--- config.mk ---
export PLATFORM = sky130hd
export DESIGN_NAME = cla_pipe_adder
export DESIGN_NICKNAME = d
export VERILOG_FILES = /design/src/rtl/cla_pkg.sv /design/src/rtl/cla_group.sv /design/src/rtl/cla_pipe_adder.sv
export SDC_FILE = /design/constraint.sdc
export NUM_CORES = 1
export LEC_CHECK = 0
export BUFFER_PORTS_ARGS = -buffer_cell sky130_fd_sc_hd__buf_2
export CORE_UTILIZATION = 40
export DETAILED_ROUTE_END_ITERATION = 10
export GPL_ROUTABILITY_DRIVEN = 0
export HOLD_SLACK_MARGIN = 0.08
export PLACE_DENSITY = 0.67
export SYNTH_ARGS = -nofsm -noshare
export SYNTH_HDL_FRONTEND = slang
export SYNTH_SLANG_ARGS = --single-unit
--- constraint.sdc ---
create_clock -name clk -period 1.6 [get_ports clk]
set_input_delay 0.08 -clock clk [delete_from_list [all_inputs] [get_ports clk]]
set_output_delay 0.08 -clock clk [all_outputs]
set_load 0.01 [all_outputs]
--- src/rtl/cla_pkg.sv ---
// Shared definitions for the pipelined carry-lookahead adder.
package cla_pkg;

  localparam int unsigned GROUP_DEFAULT = 4;

  // Group-level generate/propagate pair
  typedef struct packed {
    logic g;
    logic p;
  } gp_t;

  function automatic int unsigned nstage(input int unsigned width, input int unsigned group);
    return width / group;
  endfunction

endpackage

--- src/rtl/cla_group.sv ---
// Combinational GROUP-bit carry-lookahead block: sum, carry-out and group G/P.
module cla_group
  import cla_pkg::*;
#(
  parameter int unsigned GROUP = GROUP_DEFAULT
) (
  input  logic [GROUP-1:0] a,
  input  logic [GROUP-1:0] b,
  input  logic             cin,
  output logic [GROUP-1:0] s,
  output logic             cout,
  output gp_t              gp
);

  logic [GROUP-1:0] g;
  logic [GROUP-1:0] p;
  logic [GROUP:0]   c;
  logic             gacc;
  logic             pacc;

  assign g = a & b;
  assign p = a ^ b;

  // Every carry is built from the prefix G/P of the bits below it, so no
  // carry depends on another carry.
  always_comb begin
    gacc = 1'b0;
    pacc = 1'b1;
    c    = '0;
    c[0] = cin;
    for (int unsigned i = 0; i < GROUP; i++) begin
      gacc = 1'b0;
      pacc = 1'b1;
      for (int unsigned j = 0; j <= i; j++) begin
        gacc = g[j] | (p[j] & gacc);
        pacc = pacc & p[j];
      end
      c[i+1] = gacc | (pacc & cin);
    end
    gp = '{g: gacc, p: pacc};
  end

  assign s    = p ^ c[GROUP-1:0];
  assign cout = c[GROUP];

endmodule

--- src/rtl/cla_pipe_adder.sv ---
// Pipelined CLA adder/subtractor, one GROUP-bit lookahead group per stage,
// valid/ready on both sides. Define CLA_OVF_EN to add the signed-overflow port ovf.
module cla_pipe_adder
  import cla_pkg::*;
#(
  parameter int unsigned WIDTH = 16,
  parameter int unsigned GROUP = GROUP_DEFAULT
) (
  input  logic             clk,
  input  logic             rst_n,
  input  logic             in_valid,
  output logic             in_ready,
  input  logic [WIDTH-1:0] a,
  input  logic [WIDTH-1:0] b,
  input  logic             cin,
  input  logic             sub,
  output logic             out_valid,
  input  logic             out_ready,
  output logic [WIDTH-1:0] s,
  output logic             cout
`ifdef CLA_OVF_EN
  ,
  output logic             ovf
`endif
);

  localparam int unsigned NSTAGE = nstage(WIDTH, GROUP);

  if ((WIDTH % GROUP) != 0 || WIDTH < GROUP) begin : g_bad_cfg
    $error("cla_pipe_adder: WIDTH must be a nonzero multiple of GROUP");
  end

  logic                          en;
  logic [WIDTH-1:0]              be;
  logic                          ce;
  logic [NSTAGE-1:0]             vld_q;
  logic [NSTAGE-1:0]             c_q;
  logic [NSTAGE-1:0][WIDTH-1:0]  a_q;
  logic [NSTAGE-1:0][WIDTH-1:0]  b_q;
  logic [NSTAGE-1:0][WIDTH-1:0]  s_q;
  logic [NSTAGE-1:0][WIDTH-1:0]  stage_s;
  logic [NSTAGE-1:0][GROUP-1:0]  grp_a;
  logic [NSTAGE-1:0][GROUP-1:0]  grp_b;
  logic [NSTAGE-1:0][GROUP-1:0]  grp_s;
  logic [NSTAGE-1:0]             grp_cin;
  logic [NSTAGE-1:0]             grp_c;
  gp_t  [NSTAGE-1:0]             grp_gp;
  logic                          unused_tail;

  assign en       = !out_valid || out_ready;
  assign in_ready = en;
  assign be       = b ^ {WIDTH{sub}};
  assign ce       = cin ^ sub;

  for (genvar k = 0; k < NSTAGE; k++) begin : g_stage
    localparam int unsigned LO = k * GROUP;
    if (k == 0) begin : g_first
      assign grp_a[k]   = a[LO +: GROUP];
      assign grp_b[k]   = be[LO +: GROUP];
      assign grp_cin[k] = ce;
      assign stage_s[k] = WIDTH'(grp_s[k]);
    end else begin : g_next
      assign grp_a[k]   = a_q[k-1][LO +: GROUP];
      assign grp_b[k]   = b_q[k-1][LO +: GROUP];
      assign grp_cin[k] = c_q[k-1];
      // Bits above the completed groups are still zero from stage 0
      assign stage_s[k] = s_q[k-1] | (WIDTH'(grp_s[k]) << LO);
    end

    cla_group #(.GROUP(GROUP)) u_group (
      .a    (grp_a[k]),
      .b    (grp_b[k]),
      .cin  (grp_cin[k]),
      .s    (grp_s[k]),
      .cout (grp_c[k]),
      .gp   (grp_gp[k])
    );
  end

  always_ff @(posedge clk or negedge rst_n) begin
    if (!rst_n) begin
      vld_q <= '0;
      c_q   <= '0;
      a_q   <= '0;
      b_q   <= '0;
      s_q   <= '0;
    end else if (en) begin
      vld_q[0] <= in_valid;
      a_q[0]   <= a;
      b_q[0]   <= be;
      for (int unsigned k = 1; k < NSTAGE; k++) begin
        vld_q[k] <= vld_q[k-1];
        a_q[k]   <= a_q[k-1];
        b_q[k]   <= b_q[k-1];
      end
      s_q <= stage_s;
      c_q <= grp_c;
    end
  end

  assign out_valid = vld_q[NSTAGE-1];
  assign s         = s_q[NSTAGE-1];
  assign cout      = c_q[NSTAGE-1];

  // Last-stage operand copies and group G/P have no consumer
  assign unused_tail = ^{a_q[NSTAGE-1], b_q[NSTAGE-1], grp_gp};

`ifdef CLA_OVF_EN
  logic ovf_q;
  logic msb_cin;

  assign msb_cin = grp_s[NSTAGE-1][GROUP-1] ^ grp_a[NSTAGE-1][GROUP-1] ^ grp_b[NSTAGE-1][GROUP-1];

  always_ff @(posedge clk or negedge rst_n) begin
    if (!rst_n) begin
      ovf_q <= 1'b0;
    end else if (en) begin
      ovf_q <= msb_cin ^ grp_c[NSTAGE-1];
    end
  end

  assign ovf = ovf_q;
`endif

endmodule

* Word-level counts from Yosys, hierarchy flattened
Cells that the tools add are included.
Widths: inputs -> output; s select.
** Word-level totals
- Logic and storage cells :: 99
- Bits of input ports :: 38
- Memories :: 0
- Memory bits (writable) :: 0
- Bits in latches :: 0
- Memory bits (read-only) :: 0
- Register bits :: 156
- Output and inout bits :: 19
** Cells by class
- Bitwise gates (word level) :: 85
- Multiply operators :: 0
- Divide/modulo/power cells :: 0
- Multiplexer cells :: 0
- Eq/ne operators :: 0
- $lt $le $gt $ge :: 0
- Reductions and logical operators :: 2
- Add/subtract/negate cells :: 0
- Shift-type cells :: 0
** Operators with widths (number)
- $and 1x1->1 :: 40
- $xor 4x4->4 :: 8
- $or 1x1->1 :: 28
- $and 4x4->4 :: 4
- $or 16x12->16 :: 1
- $or 16x16->16 :: 1
- $xor 16x16->16 :: 1
- $or 4x8->8 :: 1
- $logic_not 1->1 :: 1
- $logic_or 1x1->1 :: 1
- $xor 1x1->1 :: 1

* Depth between registers and ports, before layout
Gate-level depths: netlist of run 1.
- Word-level depth :: 9
- Gate-level depth with buffers :: 8
- Mapped depth without buffers :: 6

* Hierarchy
A second synthesis of run 1 with hierarchy kept.
** Second synthesis, totals
- Cell total of the unflattened synthesis :: 335
- Area total of the unflattened synthesis :: 4789.6 µm²
** Modules (own cells, without submodules)
- cla_pipe_adder :: cells an instance 239, area each 3965.1 µm², instances 1, sequential area each 2402.3 µm²
- cla_group (g_stage[0].u_group ...) :: cells an instance 24, area each 209.0 µm², instances 3, sequential area each 0.0 µm²
- cla_group (g_stage[3].u_group) :: cells an instance 24, area each 197.7 µm², instances 1, sequential area each 0.0 µm²

* Least setup slack after synthesis of run 1
OpenSTA, ideal clock, no wires.
- Path type :: input-to-reg
- From :: input sub
- To :: register s_q[3] (netlist bit)
- Stages :: 8
- Path buffers :: 2
- Arrival :: 1.740 ns
- Setup time :: 0.095 ns
- Required time :: 1.505 ns
- Setup slack :: -0.235 ns
- Cell sequence :: buf_6 > buf_2 > xor2_1 > ha_1 > and3_1 > a22o_4 > o21a_1 > o31ai_1
** On the way
- Longest elaborated chain between the ends :: 8
- Elaborated cells between the ends (all ways) :: 13
- Classes of those cells :: bitwise: 13
** Ends and longest elaborated chain
- start: declaration :: line cla_pipe_adder.sv:16 : input logic sub,
- $xor 16x16->16 :: line cla_pipe_adder.sv:52 : assign be = b ^ {WIDTH{sub}};
- $xor 4x4->4 or $and 4x4->4 (tied branches) :: line cla_group.sv:22, cla_group.sv:21
- $and 1x1->1 :: line cla_group.sv:35 : gacc = g[j] | (p[j] & gacc);
- $or 1x1->1 :: line cla_group.sv:35
- $and 1x1->1 :: line cla_group.sv:35
- $or 1x1->1 :: line cla_group.sv:35
- $or 1x1->1 :: line cla_group.sv:38 : c[i+1] = gacc | (pacc & cin);
- $xor 4x4->4 (*) :: line cla_group.sv:43 : assign s = p ^ c[GROUP-1:0];
- end signal: assignment :: line cla_pipe_adder.sv:96 : s_q <= stage_s;
- end: declaration :: line cla_pipe_adder.sv:40 : logic [NSTAGE-1:0][WIDTH-1:0] s_q;
Every way passes the cells marked *; elsewhere a longest branch is shown, timed or not.
A chain may end at the register's enable or synchronous reset.

* Final worst setup path of run 1
- From :: register vld_q[3]
- To :: output in_ready
** On the way
- Longest elaborated chain between the ends :: 2
** Ends and longest elaborated chain
- start: declaration :: line cla_pipe_adder.sv:36 : logic [NSTAGE-1:0] vld_q;
- start signal: indexed assignment :: line cla_pipe_adder.sv:92 : vld_q[k] <= vld_q[k-1];
- $logic_not 1->1 :: line cla_pipe_adder.sv:50 : assign en = !out_valid || out_ready;
- $logic_or 1x1->1 :: line cla_pipe_adder.sv:50
- end: declaration :: line cla_pipe_adder.sv:12 : output logic in_ready,
No other way between the ends.

==> results of run 1 <==
[critical path: cells and delay by family (launching register included)]
family                 cells  cell delay, ns
flip-flops                 1            0.39
buffers and inverters      3            0.49
AND/OR/NAND/NOR            1            0.14
[cells by family after synthesis]
kind of cell	Yosys count
simple gates	215
compound gates	62
buf+inv	49
fa+ha+maj	20
xor+xnor	24
flops	96
[cells in the mapped netlist]
library cell  instances
a211oi_1              8
a21o_1                4
a21oi_1              13
a22o_4                1
a311oi_1              1
and3_1                1
buf_2                10
buf_4                16
buf_6                 1
clkbuf_1             12
dfrtp_1              96
fa_1                  4
ha_1                 16
inv_1                 9
inv_2                 1
nand2_1             201
nand2b_1              1
nor2_1               10
nor2b_1               1
nor3_1                1
o211ai_1              2
o21a_1                1
o21ai_0              27
o21bai_1              3
o31ai_1               2
xnor2_1              15
xor2_1                8
xor2_2                1
[repair_timing]
item                                   CTS  global route
gates resized for setup                  1             6
pin swaps                                0             5
cloned                                   0             1
endpoints found under the hold margin  106             0
hold buffers                            26             0
setup endpoints to repair                1             6
[state kept, by name, indices dropped and copies added, names as in the netlist]
signal,flops
s_q,24
b_q,24
s,16
vld_q,4
a_q,24
c_q,4
[metrics by stage]
stage / setup slack, ns / setup TNS, ns / std cells / hold WS (ns) / instance area [um^2]
after CTS: 0.03895 / 0 / 670 / 0.08445 / 5187
after floorplan: -0.07890 / -0.1139 / 466 / -0.2156 / 4388
final: 0.1275 / 0 / 671 / 0.1056 / 5226
after detailed placement: -0.05442 / -0.05442 / 628 / 0.08281 / 4728
after global routing: 0.01849 / 0 / 671 / 0.1194 / 5226
after global placement: 0.01984 / 0 / 628 / 0.07598 / 4728
[cell type report]
cell class / count / area [um^2] / area share
sequential: 96 / 2402 / 0.4597
multi-input combinational: 321 / 1724 / 0.3299
timing repair buffer: 92 / 698.2 / 0.1336
tap: 136 / 170.2 / 0.03256
clock buffer: 9 / 123.9 / 0.02370
clock inverter: 7 / 70.07 / 0.01341
inverter: 10 / 37.54 / 0.007182
[placed cells by master (no fill, tap or decap), drive strengths merged]
cell,Yosys,routed
o21ai,27,27
clkinvlp,0,1
o21a,1,1
clkbuf,12,10
bufinv,0,1
buf,27,65
and3,1,1
nand2b,1,1
a21oi,13,13
o211ai,2,2
a211oi,8,8
nor3,1,1
o31ai,2,2
clkinv,0,4
fa,4,4
xor2,9,9
xnor2,15,15
a311oi,1,1
a22o,1,1
ha,16,16
inv,10,11
dfrtp,96,96
nor2,10,10
a21o,4,4
nor2b,1,1
nand2,201,201
dlygate4sd3,0,26
o21bai,3,3
[power by group]
group	internal (mW)	switching, mW	total, mW
clock network	0.722	0.818	1.54
logic	1.51	1.92	3.43
registers	3.51	0.569	4.08
total	5.74	3.30	9.05
[final timing paths]
| kind | from | to | slack [ns] | depth (start not counted) |
|---|---|---|---|---|
| max reg2reg | a_q[24] | c_q[2] | 0.14 | 5 |
| min in group asynchronous | rst_n | b_q[30] | 0.22 | 2 |
| min reg2reg | s[7] | s[7] | 0.46 | 2 |
| max in group asynchronous | rst_n | s_q[33] | 0.78 | 3 |
| max | vld_q[3] | in_ready | 0.13 | 4 |
| min | a[3] | c_q[0] | 0.11 | 4 |
[metal layers]
layer | GRT usage | vias up | share of wire
met5 | 0 | - | 0
met4 | 0.07440 | 0 | 0.014
met3 | 0.03127 | 5 | 0.043
met2 | 0.2333 | 68 | 0.45
met1 | 0.2032 | 1440 | 0.50
li1 | - | 1585 | -
==> out/metrics.sh, run 1 <==
CORE.ROWCOUNT=37
CP-START-KIND='flop'
COMPOUND_GATE_PORTION_OF_THE_SYNTHESIZED_AREA=0.08644
LAYOUT_AREA_OVERHEAD_PCT=19.96
YS_TYPES=28
ROUTE.VIAS.TOTAL=3098
DRIVE_GT1_FRAC=0.1701
MAX_STAGE_DELAY_NS=0.39
ROUTE.DETAILED.WL_PER_INST_UM=11.66
START_UTIL=0.4164
REPORT.FINAL.SLEW_VIOL_COUNT=0
GLOBAL_ROUTE_WIRE_LENGTH_BEFORE_REPAIR_MM=13.61
ANTENNA_CELLS_INSERTED=0
SYNTH-ADDER-AREA-SHARE=0.06433
CTS.SINK_COUNT=96
SYNTH.YOSYS.WARNINGS=0
LEAKAGEPOWER_nW=2.648
DIE-HEIGHT_UM=106.4
DRC_ERRORS=0
SYNTHESIS.INSTANCES=466
MIN_CLOCK_PERIOD_POST_ROUTE_NS=1.473
COREAREA_UM2=10460
SYNTHMUXAREASHARE=0
CLOCK_TREE.BUFFER_DEPTH=2
GRT_UTIL_ALL_LAYERS=0.1515
POST-LAYOUT-TOTAL-POWER_mW=9.047
MAPPED_CELL_AREA_UM2=4357
CTSHTREEMAXLEVEL=3
WL_MM=7.826
NUMBER_OF_DESIGN_RULE_VIOLATIONS_LEFT_BY_THE_FIRST_DETAILED_ROUTER_ITERATION=149
HOLD_VIOL=0
CRITICALPATHCATEGORY='reg2out'
CLOCK-ROOT-BUFFER='clkbuf_8'
NUMBER_OF_BUFFERS_CREATED_BY_CTS=9
DIE_AREA_UM2=11310
YOSYS-TOP-CELLS-AREA='dfrtp_1 (55%), nand2_1 (17%), ha_1 (4.6%)'
DIE-WIDTH_UM=106.4
SYNTH_NETS=524
MAIN_COMBINATIONAL_CELL_FAMILY_BY_AREA_AFTER_SYNTHESIS='simple AND/OR/NAND/NOR gates'
FFS_LATCHES_SYNTH=96
ROUTED_VIA_DENSITY=4.617
SYNTHXORXNORAREAFRAC=0.04997
FLOORPLAN.IO_PINS=57
CLOCK_SKEW_NS=0.009526
SLOWEST_STAGE='dfrtp_1'
GRT_OVERFLOW_TOTAL=0
SETUP.WORST_PATH.END_CLASS='primary output'
STATUS='completed'
ARRIVAL_TIME_AT_THE_WORST_ENDPOINT_NS=1.39
WORST-ENDPOINT-REQUIRED_NS=1.52
YOSYSTOPAREACELLSHARE=0.5514
GRT_MAX_DEGREE=95
NFILLCELLS=1028
PLACE.DETAILED.HPWL_MM=5.168
IO_BUFFER_COUNT=56
ANTENNA_VIOLATIONS_BEFORE_REPAIR=0
MAX-CAP-VIOLATIONS=0
MAX-VDD-IR-DROP_uV=899.8
SYNTH_AREA_LEADER_CELL='dfrtp_1'
POWER_DENSITY_nW_PER_UM2=1731
CRITPATHMAXFANOUT=31
WORST_SKEW_PAIR.LATE_LATENCY_NS=0.35
CLOCK.FMAX_MHz=679.1
SLEW_HEADROOM=0.6678
SLEW_AT_THE_PIN_CLOSEST_TO_ITS_MAX_SLEW_LIMIT_NS=0.4983
AVGSYNTHCELLAREA_UM2=9.349
LAYOUT.CORE_UTILIZATION=0.4995
YOSYSSEQAREASHARE=0.5514
FINAL_MIN_PERIOD_OVER_CLOCK_PERIOD=0.9203
SETUP_REPAIR_AFTER_GLOBAL_ROUTING_MISSED_ITS_MARGIN='false'
POSTROUTEANTENNANETS=0
POST_CTS.REPAIR.SETUP_BUFFERS=0
CTS_TREE='yes'
MIN-DELAY-PATH-CLASS='in2reg'
CLKSLEWWORSTSETUPHOLDPATHS_NS=0.09
SETUP_VIOLATIONS=0
CRIT_PATH_CELL_TRACE='nor2b_4, inv_2, buf_12, buf_2'
LAYOUT.NETS=588
SIMPLE_GATE_FRACTION_OF_SYNTH_AREA=0.1872
DRTPASS1ITERATIONS=4
FIRST_GLOBAL_VIAS=3000
(Power assumes the default switching activity.)
==> run 2: changes to the inputs <==
Settings changed: ABC_CLOCK_PERIOD_IN_PS from default to 1600, SETUP_SLACK_MARGIN from default to 0.5.
==> run 2 against run 1 <==
Via count is 23% higher. Highest routed layer unchanged. Critical path depth is 2 higher. Clock skew is 0.0047 ns higher. Cell count is 8.2% higher. Largest cell class is now multi-input combinational cells. Register-to-register slack worse by 0.05 ns. Critical path type is now reg2reg. Setup slack worse by 0.035 ns.
==> out/metrics.sh, run 2 (synthesis results as in run 1) <==
COREAREA_UM2=10460
WORST-ENDPOINT-REQUIRED_NS=1.90
STATUS='completed'
LAYOUT_AREA_OVERHEAD_PCT=61.09
CLOCK_TREE.BUFFER_DEPTH=2
ROUTE.DETAILED.WL_PER_INST_UM=18.13
IO_BUFFER_COUNT=56
GLOBAL_ROUTE_WIRE_LENGTH_BEFORE_REPAIR_MM=15.96
GRT_MAX_DEGREE=38
LEAKAGEPOWER_nW=3.498
CLOCK-ROOT-BUFFER='clkbuf_8'
FINAL_CELL_COUNT_NO_FILL=726
REPORT.FINAL.SLEW_VIOL_COUNT=0
LAYOUT.NETS=643
MULTI_INPUT_AREA_UM2=2537
DIE_AREA_UM2=11310
SLEW_AT_THE_PIN_CLOSEST_TO_ITS_MAX_SLEW_LIMIT_NS=0.5294
REGAREA_UM2=2404
PLACE_AREA_UM2=4790
CORE.ROWCOUNT=37
NUMBER_OF_BUFFERS_CREATED_BY_CTS=9
MIN-DELAY-PATH-CLASS='in2reg'
CLKSLEWWORSTSETUPHOLDPATHS_NS=0.10
FINAL_MIN_PERIOD_OVER_CLOCK_PERIOD=0.9423
POST-LAYOUT-TOTAL-POWER_mW=13.06
SETUP_REPAIR_AFTER_GLOBAL_ROUTING_MISSED_ITS_MARGIN='true'
HOLD_BUFFERS=26
CTS_TREE='yes'
DRIVE_GT1_FRAC=0.5237
MOST-COMMON-LAYOUT-CELLS='dfrtp_1 (95), nand2_1 (88), nand2_2 (66), buf_2 (52), nand2_4 (47)'
DRTPASS1ITERATIONS=5
ROUTED_VIA_DENSITY=5.229
CTSHTREEMAXLEVEL=3
SETUP_VIOLATIONS=0
MAX_STAGE_DELAY_NS=0.43
CLOCK.FMAX_MHz=663.3
LAYOUT.CELLS.MOST_COMMON='dfrtp_1'
LAYOUT.CORE_UTILIZATION=0.6708
POWER_DENSITY_nW_PER_UM2=1861
PLACE.DETAILED.HPWL_MM=5.512
ARRIVAL_TIME_AT_THE_WORST_ENDPOINT_NS=1.81
ANTENNA_CELLS_INSERTED=0
CRIT_PATH_CELL_TRACE='ha_4, a211oi_4, buf_4, buf_6, o21ai_2, o21ai_1'
ROUTE.VIAS.TOTAL=3796
MAX-CAP-VIOLATIONS=0
FINAL_DESIGN_INSTANCE_AREA_WITHOUT_FILL_UM2=7018
SLOWEST_STAGE='dfrtp_1'
CP-START-KIND='flop'
FLOORPLAN.IO_PINS=57
DIE-WIDTH_UM=106.4
CRITPATHMAXFANOUT=2
CTS.SINK_COUNT=96
WL_MM=13.16
MAX-VDD-IR-DROP_uV=669.2
START_UTIL=0.4164
CLOCK_SKEW_NS=0.01428
PLACEDCELLCOUNT=629
NUMBER_OF_DESIGN_RULE_VIOLATIONS_LEFT_BY_THE_FIRST_DETAILED_ROUTER_ITERATION=220
TOP_REGS='a_q x24, b_q x24, s_q x24'
MIN_CLOCK_PERIOD_POST_ROUTE_NS=1.508
NFILLCELLS=700
ANTENNA_VIOLATIONS_BEFORE_REPAIR=0
SETUP.WORST_PATH.END_CLASS='flop'
DRC_ERRORS=0
CRITICALPATHCATEGORY='reg2reg'
HOLD_VIOL=0
DIE-HEIGHT_UM=106.4
GRT_OVERFLOW_TOTAL=0
FIRST_GLOBAL_VIAS=3224
SLEW_HEADROOM=0.6471
POSTROUTEANTENNANETS=0
GRT_UTIL_ALL_LAYERS=0.1816
WORST_SKEW_PAIR.LATE_LATENCY_NS=0.38
[run 2: layer usage]
layer	up-vias	part of all wire	global-route usage
li1	1718	-	-
met1	1905	0.43	0.2588
met2	143	0.50	0.2741
met3	30	0.047	0.02514
met4	0	0.029	0.08433
met5	-	0	0
[run 2: cell type report]
cell class,count,area share
clock buffer,10,0.01961
tap,136,0.02425
timing repair buffer,147,0.2398
sequential,96,0.3425
clock inverter,6,0.006240
multi-input combinational,321,0.3616
inverter,10,0.006062
[run 2: stage by stage]
step | hold WS [ns] | setup WS, ns | setup TNS [ns]
2_1_floorplan | -0.2156 | -0.07845 | -0.1130
3_3_place_gp | 0.06805 | 0.01411 | 0
3_5_place_dp | 0.07237 | -0.1409 | -0.2158
4_1_cts | 0.09645 | 0.1413 | 0
5_1_grt | 0.05988 | 0.03488 | 0
6_report | 0.04963 | 0.09232 | 0
[run 2: path summary, 6_finish.rpt]
| check | from | end | slack [ns] | depth (start not counted) |
|---|---|---|---|---|
| setup / recovery | b_q[44] | s[14] | 0.09 | 6 |
| hold / removal | out_ready | vld_q[3] | 0.05 | 4 |
| setup reg to reg | b_q[44] | s[14] | 0.09 | 6 |
| hold reg to reg | b_q[13] | b_q[29] | 0.49 | 2 |
| max in group asynchronous | rst_n | c_q[0] | 0.63 | 3 |
| min in group asynchronous | rst_n | b_q[15] | 0.21 | 2 |
[run 2: timing repair]
item | 4_1_cts | 5_1_grt
setup endpoints to repair | 79 | 96
setup buffers | 13 | 18
endpoints found under the hold margin | 96 | 1
cloned | 11 | 13
pin swaps | 10 | 72
gates resized for setup | 65 | 215
[run 2: power breakdown]
part | internal [mW] | leakage, nW | total, mW | switching (mW)
Combinational | 3.63 | 2.25 | 6.97 | 3.34
Clock | 0.613 | 0.0926 | 1.50 | 0.890
Sequential | 3.51 | 1.15 | 4.59 | 1.08
[run 2: critical path: cells and delay by family (launching register included)]
kind | cells | cell delay [ns]
compound gates | 3 | 0.50
fa+ha+maj | 1 | 0.27
buf+inv | 2 | 0.25
flops | 1 | 0.43
==> run 3: changes to the inputs <==
Settings changed: ABC_AREA from default to 1.
==> run 3 against run 2 <==
Setup slack lost 0.072 ns. Core utilization shrank 1.2 points. Sequential power shrank 3%. Synthesized cell count grew 7.3%. Area after synthesis grew 3.1%. Flip-flop and latch count is the same. Maximum frequency shrank 4.5%. Register-to-register slack lost 0.07 ns. Count of clock-buffer cells in the layout grew 1. Largest cell class is now registers. Largest power group unchanged.
==> out/metrics.sh, run 3 <==
LAYOUT.NETS=687
DIE-WIDTH_UM=108.0
CORE.ROWCOUNT=38
CTS_TREE='yes'
SYNTHESIS.INSTANCES=500
SYNTHTOPCELLSBYCOUNT='nand2_1 (183), dfrtp_1 (96), o21ai_0 (55)'
ROUTE.DETAILED.WL_PER_INST_UM=18.79
GRT_OVERFLOW_TOTAL=0
ANTENNA_CELLS_INSERTED=0
SYNTH.YOSYS.WARNINGS=0
NFILLCELLS=749
FLOORPLAN.IO_PINS=57
ANTENNA_VIOLATIONS_BEFORE_REPAIR=0
SYNTHMOSTINSTANTIATEDCELL='nand2_1'
PLACE_WS_NS=0.1442
CLOCK-ROOT-BUFFER='clkbuf_8'
YOSYSTOPAREACELLSHARE=0.5347
SLOWEST_STAGE='dfrtp_1'
SLEW_AT_THE_PIN_CLOSEST_TO_ITS_MAX_SLEW_LIMIT_NS=0.5197
SYNTH_ENABLE_FLOP_CELLS=0
DIE_AREA_UM2=11660
CP_LAUNCH_POINT='a_q[24]'
START_UTIL=0.4127
WORST_SETUP_MARGIN_NS=0.02057
DRTPASS1ITERATIONS=4
COREAREA_UM2=10890
REPORT.FINAL.SLEW_VIOL_COUNT=0
FIRST_GLOBAL_VIAS=3779
STATUS='completed'
LEAKAGEPOWER_nW=3.553
AVGSYNTHCELLAREA_UM2=8.986
LAYOUT.CELLS.MOST_COMMON='nand2_1'
LAYOUT_AREA_OVERHEAD_PCT=59.57
CLOCK.FMAX_MHz=633.1
CRITPATHMAXFANOUT=3
SYNTH_NETS=558
CRITICAL-PATH-TOP-DELAY-FAMILY='simple AND/OR/NAND/NOR gates'
WORST_SKEW_PAIR.LATE_LATENCY_NS=0.38
POST-LAYOUT-TOTAL-POWER_mW=13.75
POWER_DENSITY_nW_PER_UM2=1917
CRIT_PATH_CELL_TRACE='ha_1, nand2_1, nand2_2, nand3_2, nand2_1, nand2_1, nand3_1, nand2_1'
CLKSLEWWORSTSETUPHOLDPATHS_NS=0.10
POSTROUTEANTENNANETS=0
GRT_MAX_DEGREE=97
ROUTED_VIA_DENSITY=5.151
HOLD_VIOL=0
NUMBER_OF_BUFFERS_CREATED_BY_CTS=9
CRITICALPATHCATEGORY='reg2reg'
FINAL_CELL_COUNT_NO_FILL=774
FINAL_MIN_PERIOD_OVER_CLOCK_PERIOD=0.9871
LAYOUT.CORE_UTILIZATION=0.6585
CRITICAL_PATH.REG2REG.STARTPOINT='a_q[24]'
NUMBER_OF_DESIGN_RULE_VIOLATIONS_LEFT_BY_THE_FIRST_DETAILED_ROUTER_ITERATION=281
YS_TYPES=25
CP-START-KIND='flop'
WL_MM=14.54
FINAL_DESIGN_INSTANCE_AREA_WITHOUT_FILL_UM2=7169
SYNTH_AREA_LEADER_CELL='dfrtp_1'
CLOCK_TREE.BUFFER_DEPTH=2
SYNTH-ASYNC-RESET-RATIO=1.000
SETUP.WORST_PATH.END_CLASS='flop'
MAX-CAP-VIOLATIONS=0
SYNTHFLOPTYPE='dfrtp_1'
YOSYS-TOP-CELLS-AREA='dfrtp_1 (53%), nand2_1 (15%), o21ai_0 (6.1%)'
CLOCK_SKEW_NS=0.01289
PLACE.DETAILED.HPWL_MM=5.397
YOSYSSEQAREASHARE=0.5347
PLACE_AREA_UM2=4852
MIN-DELAY-PATH-CLASS='in2reg'
FINAL.HOLD.WORST_SLACK_NS=0.09811
MAX-VDD-IR-DROP_uV=835.9
SETUP_REPAIR_AFTER_GLOBAL_ROUTING_MISSED_ITS_MARGIN='true'
TOP_REGS='a_q x24, b_q x24, s_q x24'
CTS.SINK_COUNT=96
ARRIVAL_TIME_AT_THE_WORST_ENDPOINT_NS=1.86
CRITICAL_PATH.N_BUFFERS_INVERTERS=0
CTSHTREEMAXLEVEL=3
MAX_STAGE_DELAY_NS=0.46
MOST-COMMON-LAYOUT-CELLS='nand2_1 (96), dfrtp_1 (95), nand2_2 (55), buf_2 (54), nand2_4 (36)'
SETUP_TNS_NS=0
WORST-ENDPOINT-REQUIRED_NS=1.88
GRT_UTIL_ALL_LAYERS=0.2043
SLEW_HEADROOM=0.6536
IO_BUFFER_COUNT=56
CRITPATHMOSTFREQUENTCELL='nand2_1'
TIMING.HOLD.WORST.START='a[3]'
FFS_LATCHES_SYNTH=96
DRC_ERRORS=0
DRIVE_GT1_FRAC=0.4826
MAPPED_CELL_AREA_UM2=4493
PLACEDCELLCOUNT=665
DIE-HEIGHT_UM=108.0
MIN_CLOCK_PERIOD_POST_ROUTE_NS=1.579
GLOBAL_ROUTE_WIRE_LENGTH_BEFORE_REPAIR_MM=18.06
ROUTE.VIAS.TOTAL=3987
SETUP_VIOLATIONS=0
run 3: changes by cell type in the layout (fill, tap and decap cells not counted), sizes merged, moves of 3 or more:
cell / before / now
nand3: 0 / 15
o21ai: 27 / 58
or2: 0 / 4
a211oi: 8 / 0
buf: 111 / 120
inv: 10 / 41
a21oi: 13 / 6
o21bai: 3 / 0
nand2: 201 / 187
a21o: 4 / 0
run 3: cell families after synthesis:
group | Yosys count | synth area share
AO/OA/AOI/OAI | 64 | 0.07129
XOR/XNOR | 20 | 0.03899
adder cells (fa/ha/maj) | 20 | 0.06238
buffers and inverters | 79 | 0.09440
flip-flops | 96 | 0.5347
AND/OR/NAND/NOR | 221 | 0.1983
run 3: per-layer routing:
layer  global-route usage  vias to the layer above  part of all wire
met1               0.2662                     1960              0.41
met4               0.1341                        0             0.044
met3              0.03496                       51             0.055
li1                     -                     1810                 -
met5                    0                        -                 0
met2               0.3139                      166              0.49
run 3: report_power, final:
part	leakage [nW]	internal (mW)	switching (mW)	total, mW
registers	1.16	3.50	0.934	4.44
logic	2.29	3.90	3.75	7.64
clock network	0.0993	0.764	0.899	1.66
run 3: repair_timing:
action,4_1_cts,5_1_grt
endpoints found under the setup margin,86,97
gates cloned,16,11
pin swaps,9,37
setup buffers,25,15
hold buffers,26,0
hold endpoints to repair,121,0
gates resized for setup,91,188
run 3: area by class of cell:
cell class	instances	area (um^2)	area share
Clock buffer	11	141.4	0.01972
Clock inverter	5	56.30	0.007853
Inverter	41	158.9	0.02216
Multi-Input combinational cell	325	2344	0.3269
Sequential cell	96	2404	0.3353
Tap cell	140	175.2	0.02443
Timing Repair Buffer	156	1891	0.2637
run 3: worst reg2reg max path, delay by kind of cell, from the launching register on:
| family | cells | cell delay [ns] |
|---|---|---|
| flops | 1 | 0.46 |
| fa+ha+maj | 1 | 0.35 |
| simple gates | 7 | 0.65 |
run 3: worst paths after layout:
kind / slack [ns] / endpoint / cells past startpoint
max: 0.02 / s_q[43] / 8
min: 0.1 / c_q[0] / 4
max reg2reg: 0.02 / s_q[43] / 8
min reg2reg: 0.48 / vld_q[3] / 1
max in group asynchronous: 0.91 / c_q[0] / 3
min in group asynchronous: 0.26 / a_q[14] / 3
